**src/rtl/poly_mem_writer_if.sv**
```systemverilog
// Shared types and the stream/memory-write bundle for the polynomial memory writer.
// The writer consumes coefficient beats and produces one word write per cycle.
package poly_mem_writer_pkg;
    localparam int REG_SIZE           = 24;
    localparam int ABR_MEM_ADDR_WIDTH = 15;
    localparam int NUM_LANES          = 4;

    typedef enum logic [1:0] {
        RW_IDLE  = 2'd0,
        RW_READ  = 2'd1,
        RW_WRITE = 2'd2
    } rw_t;

    typedef struct packed {
        rw_t                           rd_wr_en;
        logic [ABR_MEM_ADDR_WIDTH-1:0] addr;
    } mem_if_t;
endpackage

interface poly_mem_writer_if;
    import poly_mem_writer_pkg::*;

    logic                          data_valid_i;
    logic [NUM_LANES*REG_SIZE-1:0] data_i;
    logic                          data_ready_o;
    mem_if_t                       mem_wr_req;
    logic [NUM_LANES*REG_SIZE-1:0] mem_wr_data;

    // The writer is the slave of the coefficient stream and drives the memory side.
    modport slave  (input  data_valid_i, data_i, output data_ready_o, mem_wr_req, mem_wr_data);
    modport master (output data_valid_i, data_i, input  data_ready_o, mem_wr_req, mem_wr_data);
endinterface

```
**src/rtl/poly_mem_writer.sv**
```systemverilog
// Streams 4-coefficient beats (or zeros) into MLDSA_N/4 consecutive memory words,
// then signals wr_done and wr_ready to the sequencer.
module poly_mem_writer_lane #(
    parameter int REG_SIZE = 24
) (
    input  logic                clk,
    input  logic                reset_n,
    input  logic                zeroize,
    input  logic                i_ld,
    input  logic                i_zero,
    input  logic [REG_SIZE-1:0] i_data,
    output logic [REG_SIZE-1:0] o_data
);
    // Coefficients are stored with the lane MSB cleared.
    localparam logic [REG_SIZE-1:0] LANE_MASK = {1'b0, {(REG_SIZE-1){1'b1}}};

    logic [REG_SIZE-1:0] r_data;

    always_ff @(posedge clk or negedge reset_n) begin
        if (!reset_n)     r_data <= '0;
        else if (zeroize) r_data <= '0;
        else if (i_ld)    r_data <= i_zero ? '0 : (i_data & LANE_MASK);
    end

    assign o_data = r_data;
endmodule

module poly_mem_writer
    import poly_mem_writer_pkg::*;
#(
    parameter int MLDSA_N = 256
) (
    input  logic                          clk,
    input  logic                          reset_n,
    input  logic                          zeroize,
    input  logic                          wr_enable,
    input  logic                          zero_fill,
    input  logic [ABR_MEM_ADDR_WIDTH-1:0] mem_base_addr,
    poly_mem_writer_if.slave              bus,
    output logic                          wr_done,
    output logic                          wr_ready
);
    localparam int WORDS = MLDSA_N / 4;
    localparam int CNT_W = $clog2(WORDS) + 1;

    typedef enum logic [1:0] {IDLE, STREAM, FILL, DONE} state_t;

    state_t                          r_state, w_state_nxt;
    logic [CNT_W-1:0]                r_cnt, w_cnt_nxt;
    logic [ABR_MEM_ADDR_WIDTH-1:0]   r_base, w_base_nxt;
    mem_if_t                         r_req, w_req_nxt;
    logic                            r_done, w_done_nxt;
    logic                            r_ready, w_ready_nxt;
    logic                            w_ld, w_zero, w_data_ready, w_accept;
    logic [ABR_MEM_ADDR_WIDTH-1:0]   w_addr;
    logic [NUM_LANES-1:0][REG_SIZE-1:0] w_lane_d, w_lane_q;

    assign w_data_ready = (r_state == STREAM) && (r_cnt < CNT_W'(WORDS));
    assign w_accept     = bus.data_valid_i && w_data_ready;
    assign w_addr       = r_base + ABR_MEM_ADDR_WIDTH'(r_cnt);

    always_comb begin
        w_state_nxt          = r_state;
        w_cnt_nxt            = r_cnt;
        w_base_nxt           = r_base;
        w_req_nxt            = r_req;
        w_req_nxt.rd_wr_en   = RW_IDLE;
        w_done_nxt           = 1'b0;
        w_ready_nxt          = 1'b0;
        w_ld                 = 1'b0;
        w_zero               = 1'b0;
        case (r_state)
            IDLE: begin
                if (wr_enable) begin
                    w_base_nxt = mem_base_addr;
                    w_cnt_nxt  = '0;
                    if (zero_fill) begin
                        // Issue word 0 now so the first fill write lands the cycle after enable.
                        w_state_nxt        = FILL;
                        w_req_nxt.rd_wr_en = RW_WRITE;
                        w_req_nxt.addr     = mem_base_addr;
                        w_cnt_nxt          = CNT_W'(1);
                        w_ld               = 1'b1;
                        w_zero             = 1'b1;
                    end else begin
                        w_state_nxt = STREAM;
                    end
                end
            end
            STREAM: begin
                if (w_accept) begin
                    w_req_nxt.rd_wr_en = RW_WRITE;
                    w_req_nxt.addr     = w_addr;
                    w_cnt_nxt          = r_cnt + 1'b1;
                    w_ld               = 1'b1;
                    if (r_cnt == CNT_W'(WORDS - 1)) w_state_nxt = DONE;
                end
            end
            FILL: begin
                w_req_nxt.rd_wr_en = RW_WRITE;
                w_req_nxt.addr     = w_addr;
                w_cnt_nxt          = r_cnt + 1'b1;
                w_ld               = 1'b1;
                w_zero             = 1'b1;
                if (r_cnt == CNT_W'(WORDS - 1)) w_state_nxt = DONE;
            end
            DONE: begin
                // First DONE cycle carries the last write; wr_done follows, then wr_ready.
                if (!r_done) begin
                    w_done_nxt = 1'b1;
                end else begin
                    w_ready_nxt = 1'b1;
                    w_state_nxt = IDLE;
                end
            end
            default: w_state_nxt = IDLE;
        endcase
    end

    always_ff @(posedge clk or negedge reset_n) begin
        if (!reset_n) begin
            r_state        <= IDLE;
            r_cnt          <= '0;
            r_base         <= '0;
            r_req.rd_wr_en <= RW_IDLE;
            r_req.addr     <= '0;
            r_done         <= 1'b0;
            r_ready        <= 1'b0;
        end else if (zeroize) begin
            r_state        <= IDLE;
            r_cnt          <= '0;
            r_base         <= '0;
            r_req.rd_wr_en <= RW_IDLE;
            r_req.addr     <= '0;
            r_done         <= 1'b0;
            r_ready        <= 1'b0;
        end else begin
            r_state <= w_state_nxt;
            r_cnt   <= w_cnt_nxt;
            r_base  <= w_base_nxt;
            r_req   <= w_req_nxt;
            r_done  <= w_done_nxt;
            r_ready <= w_ready_nxt;
        end
    end

    assign w_lane_d = bus.data_i;

    for (genvar g = 0; g < NUM_LANES; g++) begin : g_lane
        poly_mem_writer_lane #(.REG_SIZE(REG_SIZE)) u_lane (
            .clk     (clk),
            .reset_n (reset_n),
            .zeroize (zeroize),
            .i_ld    (w_ld),
            .i_zero  (w_zero),
            .i_data  (w_lane_d[g]),
            .o_data  (w_lane_q[g])
        );
    end

    assign bus.data_ready_o = w_data_ready;
    assign bus.mem_wr_req   = r_req;
    assign bus.mem_wr_data  = w_lane_q;
    assign wr_done          = r_done;
    assign wr_ready         = r_ready;
endmodule

```
**src/flat_wrapper.sv**
```systemverilog
// flat-port wrapper written by rule: the top's interface ports become plain ports
module poly_mem_writer_flat import poly_mem_writer_pkg::*;
#(
    parameter int MLDSA_N = 256
)
  (clk, reset_n, zeroize, wr_enable, zero_fill, mem_base_addr, wr_done, wr_ready, bus_data_valid_i, bus_data_i, bus_data_ready_o, bus_mem_wr_req, bus_mem_wr_data);
  poly_mem_writer_if bus_i ();
  input  logic clk;
  input  logic reset_n;
  input  logic zeroize;
  input  logic wr_enable;
  input  logic zero_fill;
  input  logic [ABR_MEM_ADDR_WIDTH-1:0] mem_base_addr;
  output logic wr_done;
  output logic wr_ready;
  input wire logic [$bits(bus_i.data_valid_i)-1:0] bus_data_valid_i;
  input wire logic [$bits(bus_i.data_i)-1:0] bus_data_i;
  output wire logic [$bits(bus_i.data_ready_o)-1:0] bus_data_ready_o;
  output wire logic [$bits(bus_i.mem_wr_req)-1:0] bus_mem_wr_req;
  output wire logic [$bits(bus_i.mem_wr_data)-1:0] bus_mem_wr_data;
  assign bus_i.data_valid_i = bus_data_valid_i;
  assign bus_i.data_i = bus_data_i;
  assign bus_data_ready_o = bus_i.data_ready_o;
  assign bus_mem_wr_req = bus_i.mem_wr_req;
  assign bus_mem_wr_data = bus_i.mem_wr_data;
  poly_mem_writer #(.MLDSA_N(MLDSA_N)) u_core (.clk(clk), .reset_n(reset_n), .zeroize(zeroize), .wr_enable(wr_enable), .zero_fill(zero_fill), .mem_base_addr(mem_base_addr), .bus(bus_i), .wr_done(wr_done), .wr_ready(wr_ready));
endmodule
```
**config.mk**
```make
export PLATFORM = sky130hd
export DESIGN_NAME = poly_mem_writer_flat
export DESIGN_NICKNAME = d
export VERILOG_FILES = /design/src/rtl/poly_mem_writer_if.sv /design/src/rtl/poly_mem_writer.sv /design/src/flat_wrapper.sv
export SDC_FILE = /design/constraint.sdc
export NUM_CORES = 1
export LEC_CHECK = 0
export ABC_AREA = 0
export CAP_MARGIN = 20
export CELL_PAD_IN_SITES_DETAIL_PLACEMENT = 0
export CELL_PAD_IN_SITES_GLOBAL_PLACEMENT = 1
export CORE_MARGIN = 3
export CORE_UTILIZATION = 33
export CTS_CLUSTER_DIAMETER = 50
export DETAILED_ROUTE_END_ITERATION = 6
export PLACE_DENSITY_LB_ADDON = 0.1
export RECOVER_POWER = 50
export SLEW_MARGIN = 20
export SYNTH_ARGS = -nofsm -noshare
export SYNTH_HDL_FRONTEND = slang
export SYNTH_SLANG_ARGS = --single-unit
export TNS_END_PERCENT = 50
```
**constraint.sdc**
```tcl
create_clock -name clk -period 2.4 [get_ports clk]
set_input_delay 0.6 -clock clk [delete_from_list [all_inputs] [get_ports clk]]
set_output_delay 0.6 -clock clk [all_outputs]
set_load 0.05 [all_outputs]
```
Word level (Yosys, flattened, before mapping)
Index checks and enable logic that the tools add are counted.
{"block": "word_totals", "reg_bits": 139, "in_bits": 117, "out_inout_bits": 116}
{"block": "op_classes", "order_cmp": 1, "n_eq_ne": 8, "n_addsub": 2, "n_mux": 43, "reduce_logical": 11}
{"operator": "two-way mux 24 bit", "n": 8}
{"operator": "two-way mux 23 bit", "n": 4}
{"operator": "two-way mux 17 bit", "n": 4}
{"operator": "one-hot mux 17 bit (3 select lines)", "n": 1}
{"operator": "two-way mux 15 bit", "n": 3}
{"operator": "two-way mux 7 bit", "n": 3}
{"operator": "one-hot mux 7 bit (3 select lines)", "n": 1}
{"operator": "adder 15 x 7 -> 15 bit", "n": 1}
{"operator": "two-way mux 2 bit", "n": 6}
{"operator": "two-way mux 1 bit", "n": 10}
{"operator": "one-hot mux 2 bit (4 select lines)", "n": 1}
{"operator": "adder 7 x 1 -> 7 bit, second input constant", "n": 1}
{"operator": "equality test 7 x 6 -> 1 bit, second input constant", "n": 1}
{"operator": "less-than comparator 7 bit, second input constant", "n": 1}
{"operator": "!= test 3 x 2 -> 1 bit, second input constant", "n": 2}
{"operator": "!= test 3 bit, second input constant", "n": 2}
{"operator": "AND reduction 3 bit", "n": 2}
{"operator": "nonzero test 2 bit", "n": 3}
{"operator": "equality test 2 bit, second input constant", "n": 2}
{"operator": "AND reduction 4 bit", "n": 1}
{"operator": "nonzero test 4 bit", "n": 1}
{"operator": "one-hot mux 1 bit (3 select lines)", "n": 1}
{"operator": "equality test 2 x 1 -> 1 bit, second input constant", "n": 1}
{"operator": "logical AND 1 bit", "n": 2}
{"operator": "other kinds (3)", "n": 3}

Logic depth before layout (Yosys ltp)
Gate-level depths: netlist of the first run.
{"block": "depth", "word_depth": 7, "depth_mapped": 9, "depth_no_buf": 8}

Hierarchy
From an unflattened synthesis of the first run, not the netlist that was laid out.
{"block": "unflattened", "hier_cells": 484, "area_unflattened_um2": 5901.9}
{"module": "poly_mem_writer_lane", "area_per_inst_um2": 884.6, "cells_per_inst": 56, "instances": 4, "seq_area_each_um2": 575.6}
{"module": "poly_mem_writer", "area_per_inst_um2": 2363.5, "cells_per_inst": 260, "instances": 1, "seq_area_each_um2": 1051.0}

Worst setup path after synthesis of the first run
No wires, ideal clock.
{"block": "synth_path", "kind": "reg2reg", "startpoint": "register u_core.r_state[1]", "endpoint": "register u_core.g_lane[0].u_lane.r_data[0]", "t_required_ns": 2.279, "period_less_slack_ns": 2.248, "setup_ns": 0.121, "path_slack_ns": 0.152, "stages_incl_launch_ff": 10, "arrival_ns": 2.127, "path_cell_list": "dfrtp_1 inv_1 ha_1 nor2b_2 a21oi_2 a21oi_1 nor2_1 buf_2 buf_2 a22o_1"}
{"block": "synth_between", "elab_chain_cells": 6}
{"element": "start: declaration", "line_no": "poly_mem_writer.sv:48", "source": "state_t r_state, w_state_nxt;"}
{"element": "start signal: assignment", "line_no": "poly_mem_writer.sv:138", "source": "r_state <= w_state_nxt;"}
{"element": "equality test 2 x 1 -> 1 bit", "line_no": "poly_mem_writer.sv:58", "source": "assign w_data_ready = (r_state == STREAM) && (r_cnt < CNT_W'(WORDS));"}
{"element": "logical AND 1 bit", "line_no": "poly_mem_writer.sv:58"}
{"element": "net bus_data_ready_o", "line_no": "flat_wrapper.sv:18", "source": "output wire logic [$bits(bus_i.data_ready_o)-1:0] bus_data_ready_o;"}
{"element": "logical AND 1 bit", "line_no": "poly_mem_writer.sv:59", "source": "assign w_accept = bus.data_valid_i && w_data_ready;"}
{"element": "two-way mux 1 bit", "line_no": "poly_mem_writer.sv:91", "source": "if (w_accept) begin"}
{"element": "one-hot mux 1 bit (3 select lines)", "line_no": "poly_mem_writer.sv:72", "source": "case (r_state)"}
{"element": "nonzero test 2 bit (no line)"}
{"element": "end signal: assignment", "line_no": "poly_mem_writer.sv:22", "source": "else if (i_ld) r_data <= i_zero ? '0 : (i_data & LANE_MASK);"}
{"element": "end: declaration", "line_no": "poly_mem_writer.sv:17", "source": "logic [REG_SIZE-1:0] r_data;"}
The timed path passes the listed nets, and every way through them passes these cells. The select of a mux whose other input is x is not followed.
A chain may end at the register's enable or synchronous reset.

Final worst setup path of the first run
{"block": "layout_path", "startpoint": "register u_core.r_req (netlist bit u_core.bus.mem_wr_req[0])", "endpoint": "output bus_mem_wr_req[0]"}
{"element": "start: declaration", "line_no": "poly_mem_writer.sv:51", "source": "mem_if_t r_req, w_req_nxt;"}
{"element": "start signal: assignment", "line_no": "poly_mem_writer.sv:141", "source": "r_req <= w_req_nxt;"}
{"element": "end: declaration", "line_no": "flat_wrapper.sv:19", "source": "output wire logic [$bits(bus_i.mem_wr_req)-1:0] bus_mem_wr_req;"}
No word-level cell between the ends.

==> metrics.csv, run 1 <==
metric;value;unit
n_fill_cell;1530;
slew_viol_final;0;
synth_top_cell_area_share;58.5;%
ir_worst_vdd;0.000529;V
viasPerCell;5.05;
diodes;0;
row_count;47;
p_per_area;1110;mW/mm2
drt-initial-drc-count;221;
nNetsFinal;841;
final_common_cell;clkdlybuf4s50_1;
seq_area;0.00335;mm2
multi_input_area;0.00214;mm2
yosys.area.top_type;dfrtp_1;
grtUsageTotal;18.2;%
drt_wl_total;17800;um
cts_buffer_depth;2;
ios;233;
reg2reg_from;u_core.r_cnt[0];
vias;4758;
tns;0;ns
grt_overflow;0;
use_met2;28.6;%
hold_path_depth;2;
max_freq;442;MHz
die_w;138;um
comb_power_share;43.4;%
final_cell_mix;clkdlybuf4s50_1, dfrtp_1, a22o_1, nand2_1, o21ai_0;
required;1.80;ns
drt-pass1-iter-count;5;
power_frac_seq;30.1;%
synth_area_leaders;dfrtp_1, a22o_1, ha_1;
status;finished, final reports clean;
gp_congestion;0.850;
drive_gt1_share;8.86;%
hp-class;flip-flop to flip-flop;
yosys_warnings;0;
cts_root_buf;clkbuf_16;
worst_pin_slew;1.47;ns
busiest_layer;met2;
syn_inst;473;
grt_pass1_wl;26400;um
hold_buffers;0;
path_cells;clkdlybuf4s50_1;
finalHoldViolCount;0;
period_share;94.4;%
setup_viol;0;
syn_area_per_cell;12.1;um2
yosysUniqueCellTypes;44;
cp_slowest_cell;clkdlybuf4s50_1;
die_y;138;um
layout_min_cycle_time;2.26;ns
final_antenna_net_count;0;
routedWlPerCell;18.9;um
syn_area;0.00574;mm2
crit_fanout;2;
hp-start;u_core.r_base[5];
slew-limit-headroom;1.85;%
grt_use_met3;6.72;%
reg2reg_depth;9;
cts_resized;0;
antenna_found_initial;0;
dieArea;0.0190;mm2
cp-start-kind;flip-flop;
portBuffers;223;
clk_latency;0.41;ns
power_leakage;3.95;nW
slowest_delay;0.87;ns
grt_pass1_vias;4726;
internal_power;5.95;mW
seq_area_frac_synth;58.5;%
rsz0062_at_grt;no;
path_clk_slew;0.06;ns
initial_core_util;34.1;%
finalPower;9.88;mW
critPathTopFamily;buffers and inverters;
end_kind;primary output;
cts_tree;built;
cp_num_buf_inv;1;
clkPwrFrac;26.6;%
crit_cells;1;
core_area;0.0168;mm2
grt_max_degree;58;
dp_hpwl;13100;um
setup.worst_path.class;flip-flop to primary output;
syn2layout_area_growth;55.4;%
route.detailed.drc;0;
power_switching;3.93;mW
synth-seq-cells;134;
ctsHtreeMaxLevel;4;
cts_setup_buffers;0;
cts-buffers-inserted;17;
skew;0.00798;ns
power.share.switching;39.8;%
use_met1;22.7;%
max_cap_violations;0;
cts.sinks;134;
arrival;1.66;ns
crit_start;u_core.bus.mem_wr_req[0];
## area by class of cell
type,instances,area share (%)
clock inverters,12,1.73
multi-input cells,301,24.0
inverters,7,0.295
repair buffers,249,28.3
flip-flops and latches,134,37.6
clock buffers,19,4.97
well taps,220,3.09
## through the flow
stage	hold slack [ns]	setup slack, ns	util, %	area [um2]	cells
floorplan	0.304	0.152	-	5750	477
global placement	0.474	0.0940	49.7	8360	911
detailed placement	0.470	0.0773	49.7	8360	911
CTS	0.160	0.108	53.3	8960	942
global route	0.506	0.0302	53.0	8910	942
finish	0.490	0.135	53.0	8910	942
## path summary, 6_finish.rpt
check,slack [ns],end
setup / recovery,0.14,bus_mem_wr_req[0]
hold / removal,0.49,u_core.r_base[5]
setup reg to reg,0.18,u_core.bus.mem_wr_req[12]
hold reg to reg,0.49,u_core.r_base[5]
max in group asynchronous,0.47,u_core.g_lane[1].u_lane.o_data[3]
min in group asynchronous,0.53,u_core.wr_ready
## metal layers
metal | share of wire [%] | vias up | wire, um
li1 | - | 2229 | -
met1 | 42 | 2319 | 7430
met2 | 47 | 184 | 8360
met3 | 9.1 | 26 | 1620
met4 | 2.2 | 0 | 398
met5 | 0 | - | 0
## Yosys cell counts (all sizes together)
cell type and instances:
a21boi 1, a21o 3, a21oi 12, a22o 98, a22oi 11, a31oi 1, a32o 1, and2 1
and3 7, and4 2, buf 30, clkbuf 5, conb 1, dfrtp 134, fa 1, ha 13
inv 7, mux2 2, nand2 39, nand2b 8, nand3 6, nand4 4, nor2 12, nor2b 4
nor3 2, nor3b 1, nor4b 1, o2111ai 2, o211ai 3, o21a 2, o21ai 41, o221ai 1
o31ai 5, or3 2, xnor2 1, xor2 9
## power groups by stage
stage	Combinational (mW)	Clock [mW]	Sequential (mW)
floorplan	1.39	0	4.28
global placement	4.31	0	2.99
detailed placement	4.35	0	3.01
CTS	4.37	2.69	2.97
global route	4.54	2.82	3.02
finish	4.29	2.63	2.97
## state kept, by name, indices dropped and copies added (netlist names)
register                     cells
u_core.g_lane.u_lane.o_data     92
u_core.bus.mem_wr_req           16
u_core.r_base                   15
u_core.r_cnt                     7
u_core.r_state                   2
u_core.wr_done                   1
u_core.wr_ready                  1
## cell families after synthesis
family / after synthesis / synth area share (%)
compound gates: 181 / 24.0
xor+xnor: 10 / 1.53
fa+ha+maj: 14 / 3.19
buf+inv: 42 / 4.67
flops: 134 / 58.5
mux: 2 / 0.393
other cells: 1 / 0.0654
simple gates: 89 / 7.70
(Power assumes the default switching activity.)
==> run 2, diff against run 1 <==
--- a/config.mk
+++ b/config.mk
@@ -10,7 +10,8 @@
 export CELL_PAD_IN_SITES_DETAIL_PLACEMENT = 0
 export CELL_PAD_IN_SITES_GLOBAL_PLACEMENT = 1
 export CORE_MARGIN = 3
-export CORE_UTILIZATION = 33
+export CORE_UTILIZATION = 34
+export CTS_BUF_LIST = sky130_fd_sc_hd__clkbuf_4 sky130_fd_sc_hd__clkbuf_8
 export CTS_CLUSTER_DIAMETER = 50
 export DETAILED_ROUTE_END_ITERATION = 6
 export PLACE_DENSITY_LB_ADDON = 0.1
==> metrics.csv, run 2 (synthesis results as in run 1) <==
metric;value;unit;change
grt_pass1_vias;4886;;+3.4%
rsz0062_at_grt;no;;
largest_reg_flops;92;;unchanged
end_kind;flip-flop;;
tns;0;ns;unchanged
path_cells;ha_1 -> inv_1 -> fa_1 -> nand2b_1 -> a21oi_1 -> buf_4 -> o2111ai_1 -> xor2_1 -> o21ai_1;;
die_y;136;um;-1.4%
grtUsageTotal;19.1;%;+0.93 points
final_cell_area;0.00870;mm2;-2.4%
required;2.73;ns;+0.93 ns
hold_buffers;0;;unchanged
cts.sinks;134;;unchanged
cp_slowest_cell;fa_1;;
violations;max-capacitance violations, max-slew violations;;
max_cap_violations;1;;+1
antenna_found_initial;0;;unchanged
skew;0.0113;ns;+0.00333 ns
setup_viol;0;;unchanged
place_inst;910;;-0.11%
ios;233;;unchanged
clk_latency;0.44;ns;+0.03 ns
cts_tree;built;;
vias;4730;;-0.59%
max_freq;432;MHz;-2.1%
fin_cells;942;;unchanged
arrival;2.64;ns;+0.98 ns
nNetsFinal;844;;+0.36%
syn2layout_area_growth;51.6;%;
dieArea;0.0185;mm2;-2.8%
power_leakage;3.86;nW;-2.1%
slew_viol_final;61;;+61
slowest_delay;0.47;ns;-0.40 ns
diodes;0;;unchanged
final_common_cell;clkdlybuf4s50_1;;
crit_fanout;5;;+3
cts_root_buf;clkbuf_8;;
die_w;136;um;-1.4%
portBuffers;223;;unchanged
core_area;0.0162;mm2;-3.8%
dp_hpwl;13200;um;+0.76%
drive_gt1_share;9.64;%;+0.78 points
place_area;0.00837;mm2;about the same
final_cell_mix;clkdlybuf4s50_1, dfrtp_1, a22o_1, nand2_1, o21ai_0;;
gp_congestion;0.846;;-0.41%
status;finished with violations;;
cts_buffer_depth;2;;unchanged
grt_overflow;0;;unchanged
p_per_area;1040;mW/mm2;-6.5%
final_antenna_net_count;0;;unchanged
ir_worst_vdd;0.000510;V;-3.6%
n_fill_cell;1414;;-7.6%
drt_wl_total;17800;um;-0.18%
slew-limit-headroom;-2.88;%;-4.7 points
path_clk_slew;0.08;ns;+0.02 ns
setup.worst_path.class;flip-flop to flip-flop;;
period_share;96.4;%;+2.0 points
cp_num_buf_inv;2;;+1
fin_util;53.8;%;+0.78 points
grt_max_degree;61;;+5.2%
worst_pin_slew;1.54;ns;+0.0710 ns
cp-start-kind;flip-flop;;
initial_core_util;35.5;%;+1.4 points
viasPerCell;5.02;;-0.59%
cts_setup_buffers;0;;unchanged
ctsHtreeMaxLevel;4;;unchanged
cts-buffers-inserted;17;;unchanged
layout_min_cycle_time;2.31;ns;+0.0482 ns
drt-initial-drc-count;216;;-2.3%
grt_pass1_wl;27500;um;+4.2%
hp-class;flip-flop to flip-flop;;
finalHoldViolCount;0;;unchanged
route.detailed.drc;0;;unchanged
row_count;46;;-2.1%
cts_resized;0;;unchanged
routedWlPerCell;18.9;um;-0.18%
critPathTopFamily;adder cells;;
finalPower;9.02;mW;-8.7%
drt-pass1-iter-count;4;;-1
## run 2: changes by cell type in the layout (fill, tap and decap cells not counted), sizes merged
cell	previous run	this run
clkinv	2	6
clkdlybuf4s50	214	217
clkinvlp	6	3
clkbuf	27	29
buf	20	23
dlygate4sd3	7	4
bufinv	3	1
## run 2: report_power, final
part / internal (mW) / switching (mW)
logic: 1.56 / 2.69
clock network: 0.927 / 0.877
registers: 2.70 / 0.264
total: 5.19 / 3.83
## run 2: final timing paths
kind,from,end,slack (ns),depth (start not counted)
worst max register to register,u_core.r_base[0],u_core.bus.mem_wr_req[12],0.09,9
worst min register to register,u_core.wr_done,u_core.wr_done,0.48,1
min in group asynchronous,reset_n,u_core.wr_ready,0.54,1
max in group asynchronous,reset_n,u_core.g_lane[1].u_lane.o_data[18],0.48,2
worst max-delay path,u_core.r_base[0],u_core.bus.mem_wr_req[12],0.09,9
worst min-delay path,u_core.wr_done,u_core.wr_done,0.48,1
## run 2: metal layers
metal  vias up  global-route usage [%]  wire (um)
li1       2231                       -          -
met3        25                    6.59       1490
met2       178                    31.4       8410
met5         -                       0          0
met1      2296                    23.7       7580
met4         0                    6.10        302
## run 2: final cells by class
type | instances | area [um2] | area share, %
Multi-Input combinational cell | 301 | 2150 | 24.7
Clock inverter | 11 | 98.8 | 1.14
Inverter | 7 | 26.3 | 0.302
Clock buffer | 21 | 289 | 3.32
Sequential cell | 134 | 3350 | 38.6
Tap cell | 216 | 270 | 3.11
Timing Repair Buffer | 252 | 2510 | 28.8
## run 2: stage by stage
step / hold WS (ns) / worst slack, ns
2_1_floorplan: 0.304 / 0.152
3_3_place_gp: 0.465 / -0.0185
3_5_place_dp: 0.468 / -0.0194
4_1_cts: 0.133 / 0.0993
5_1_grt: 0.512 / 0.00103
6_report: 0.479 / 0.0871
==> run 3, diff against run 2 <==
--- a/config.mk
+++ b/config.mk
@@ -9,12 +9,11 @@
 export CAP_MARGIN = 20
 export CELL_PAD_IN_SITES_DETAIL_PLACEMENT = 0
 export CELL_PAD_IN_SITES_GLOBAL_PLACEMENT = 1
-export CORE_MARGIN = 3
 export CORE_UTILIZATION = 34
 export CTS_BUF_LIST = sky130_fd_sc_hd__clkbuf_4 sky130_fd_sc_hd__clkbuf_8
 export CTS_CLUSTER_DIAMETER = 50
 export DETAILED_ROUTE_END_ITERATION = 6
-export PLACE_DENSITY_LB_ADDON = 0.1
+export PLACE_DENSITY = 0.92
 export RECOVER_POWER = 50
 export SLEW_MARGIN = 20
 export SYNTH_ARGS = -nofsm -noshare
==> metrics.csv, run 3 (synthesis results as in run 1) <==
metric;value;unit;change
pre_cts_ws;-0.00188;ns;+0.0175 ns
power_frac_seq;33.0;%;about the same
diodes;0;;unchanged
die_w;132;um;-2.9%
syn2layout_area_growth;50.9;%;
max_freq;438;MHz;+1.2%
die_y;132;um;-2.9%
critPathTopFamily;buffers and inverters;;
hp-class;flip-flop to flip-flop;;
routedWlPerCell;17.0;um;-9.8%
max_cap_violations;1;;unchanged
cts_tree;built;;
ctsHtreeMaxLevel;4;;unchanged
setup.worst_path.class;flip-flop to primary output;;
slew-limit-headroom;-17.0;%;-14 points
drt-pass1-iter-count;4;;unchanged
power_switching;3.83;mW;about the same
grt_overflow;0;;unchanged
initial_core_util;34.7;%;-0.75 points
place_area;0.00827;mm2;-1.2%
viasPerCell;5.14;;+2.4%
finalPower;9.03;mW;about the same
violations;max-capacitance violations, max-slew violations;;
dp_hpwl;11400;um;-13%
skew;0.0163;ns;+0.00499 ns
cts_setup_buffers;0;;unchanged
drive_gt1_share;8.37;%;-1.3 points
largest_reg_flops;92;;unchanged
dieArea;0.0174;mm2;-5.8%
cts-buffers-inserted;17;;unchanged
cts_resized;0;;unchanged
internal_power;5.19;mW;about the same
clk_latency;0.45;ns;about the same
grt_pass1_wl;26300;um;-4.3%
grtUsageTotal;19.0;%;-0.055 points
slowest_delay;0.83;ns;+0.36 ns
status;finished with violations;;
portBuffers;223;;unchanged
cts_root_buf;clkbuf_8;;
path_cells;clkdlybuf4s50_1;;
drt_wl_total;16000;um;-10%
final_antenna_net_count;0;;unchanged
final_common_cell;clkdlybuf4s50_1;;
period_share;95.2;%;-1.1 points
row_count;47;;+2.2%
rsz0062_at_grt;no;;
ir_worst_vdd;0.000542;V;+6.3%
cts.sinks;134;;unchanged
route.detailed.drc;0;;unchanged
drt-initial-drc-count;351;;+63%
r2r_slack;0.22;ns;+0.13 ns
setup_slack;0.114;ns;+0.0272 ns
p_per_area;1040;mW/mm2;+0.58%
required;1.80;ns;-0.93 ns
nNetsFinal;835;;-1.1%
end_kind;primary output;;
layout_min_cycle_time;2.29;ns;-0.0272 ns
grt_pass1_vias;5016;;+2.7%
final_cell_mix;clkdlybuf4s50_1, dfrtp_1, a22o_1, nand2_1, o21ai_0;;
crit_fanout;4;;-1
vias;4817;;+1.8%
cp-start-kind;flip-flop;;
cp_num_buf_inv;1;;-1
cts_buffer_depth;2;;unchanged
clkPwrFrac;21.9;%;+1.9 points
arrival;1.69;ns;-0.95 ns
gp_congestion;0.943;;+11%
n_fill_cell;1382;;-2.3%
power_leakage;3.87;nW;+0.14%
path_clk_slew;0.08;ns;about the same
setup_viol;0;;unchanged
antenna_found_initial;0;;unchanged
power.share.switching;42.5;%;about the same
grt_max_degree;81;;+33%
ios;233;;unchanged
final_cell_area;0.00865;mm2;-0.50%
core_area;0.0165;mm2;+2.2%
cp_slowest_cell;clkdlybuf4s50_1;;
comb_power_share;45.1;%;-2.0 points
slew_viol_final;31;;-49%
finalHoldViolCount;0;;unchanged
hold_buffers;0;;unchanged
worst_pin_slew;1.76;ns;+0.212 ns
hold_slack;0.502;ns;+0.0232 ns
run 3: path summary, 6_finish.rpt:
check                                                   start                                  to  depth (start not counted)
hold reg to reg            u_core.g_lane[2].u_lane.o_data[15]  u_core.g_lane[2].u_lane.o_data[15]                          1
setup reg to reg                            u_core.r_state[1]  u_core.g_lane[2].u_lane.o_data[19]                          7
setup / recovery                               u_core.wr_done                             wr_done                          1
max in group asynchronous                             reset_n  u_core.g_lane[1].u_lane.o_data[22]                          2
hold / removal             u_core.g_lane[2].u_lane.o_data[15]  u_core.g_lane[2].u_lane.o_data[15]                          1
min in group asynchronous                             reset_n  u_core.g_lane[0].u_lane.o_data[17]                          1
run 3: routing by layer:
layer	share of wire, %	GRT usage (%)
met1	41	23.5
met2	50	31.6
met3	6.0	4.69
met4	2.6	8.40
met5	0	0
run 3: layout make-up:
class	count	area (um2)	share of cell area, %
clock buffers	18	241	2.79
well taps	220	275	3.18
clock inverters	14	176	2.04
inverters	7	26.3	0.304
multi-input cells	301	2150	24.9
repair buffers	243	2430	28.0
flip-flops and latches	134	3350	38.8
run 3: power by group through the flow:
| stage | logic [mW] | registers, mW | clock network (mW) |
|---|---|---|---|
| after floorplan | 1.39 | 4.28 | 0 |
| after global placement | 4.06 | 3.00 | 0 |
| after detailed placement | 4.13 | 3.02 | 0 |
| after CTS | 4.15 | 2.98 | 2.04 |
| after global routing | 4.31 | 3.03 | 2.12 |
| final | 4.07 | 2.98 | 1.98 |
run 3: metrics by stage:
stage	setup TNS, ns	utilization, %	instances
4_1_cts	0	52.5	937
3_3_place_gp	0	50.0	905
2_1_floorplan	0	-	477
3_5_place_dp	-0.00188	50.0	905
6_report	0	52.4	937
5_1_grt	0	52.4	937
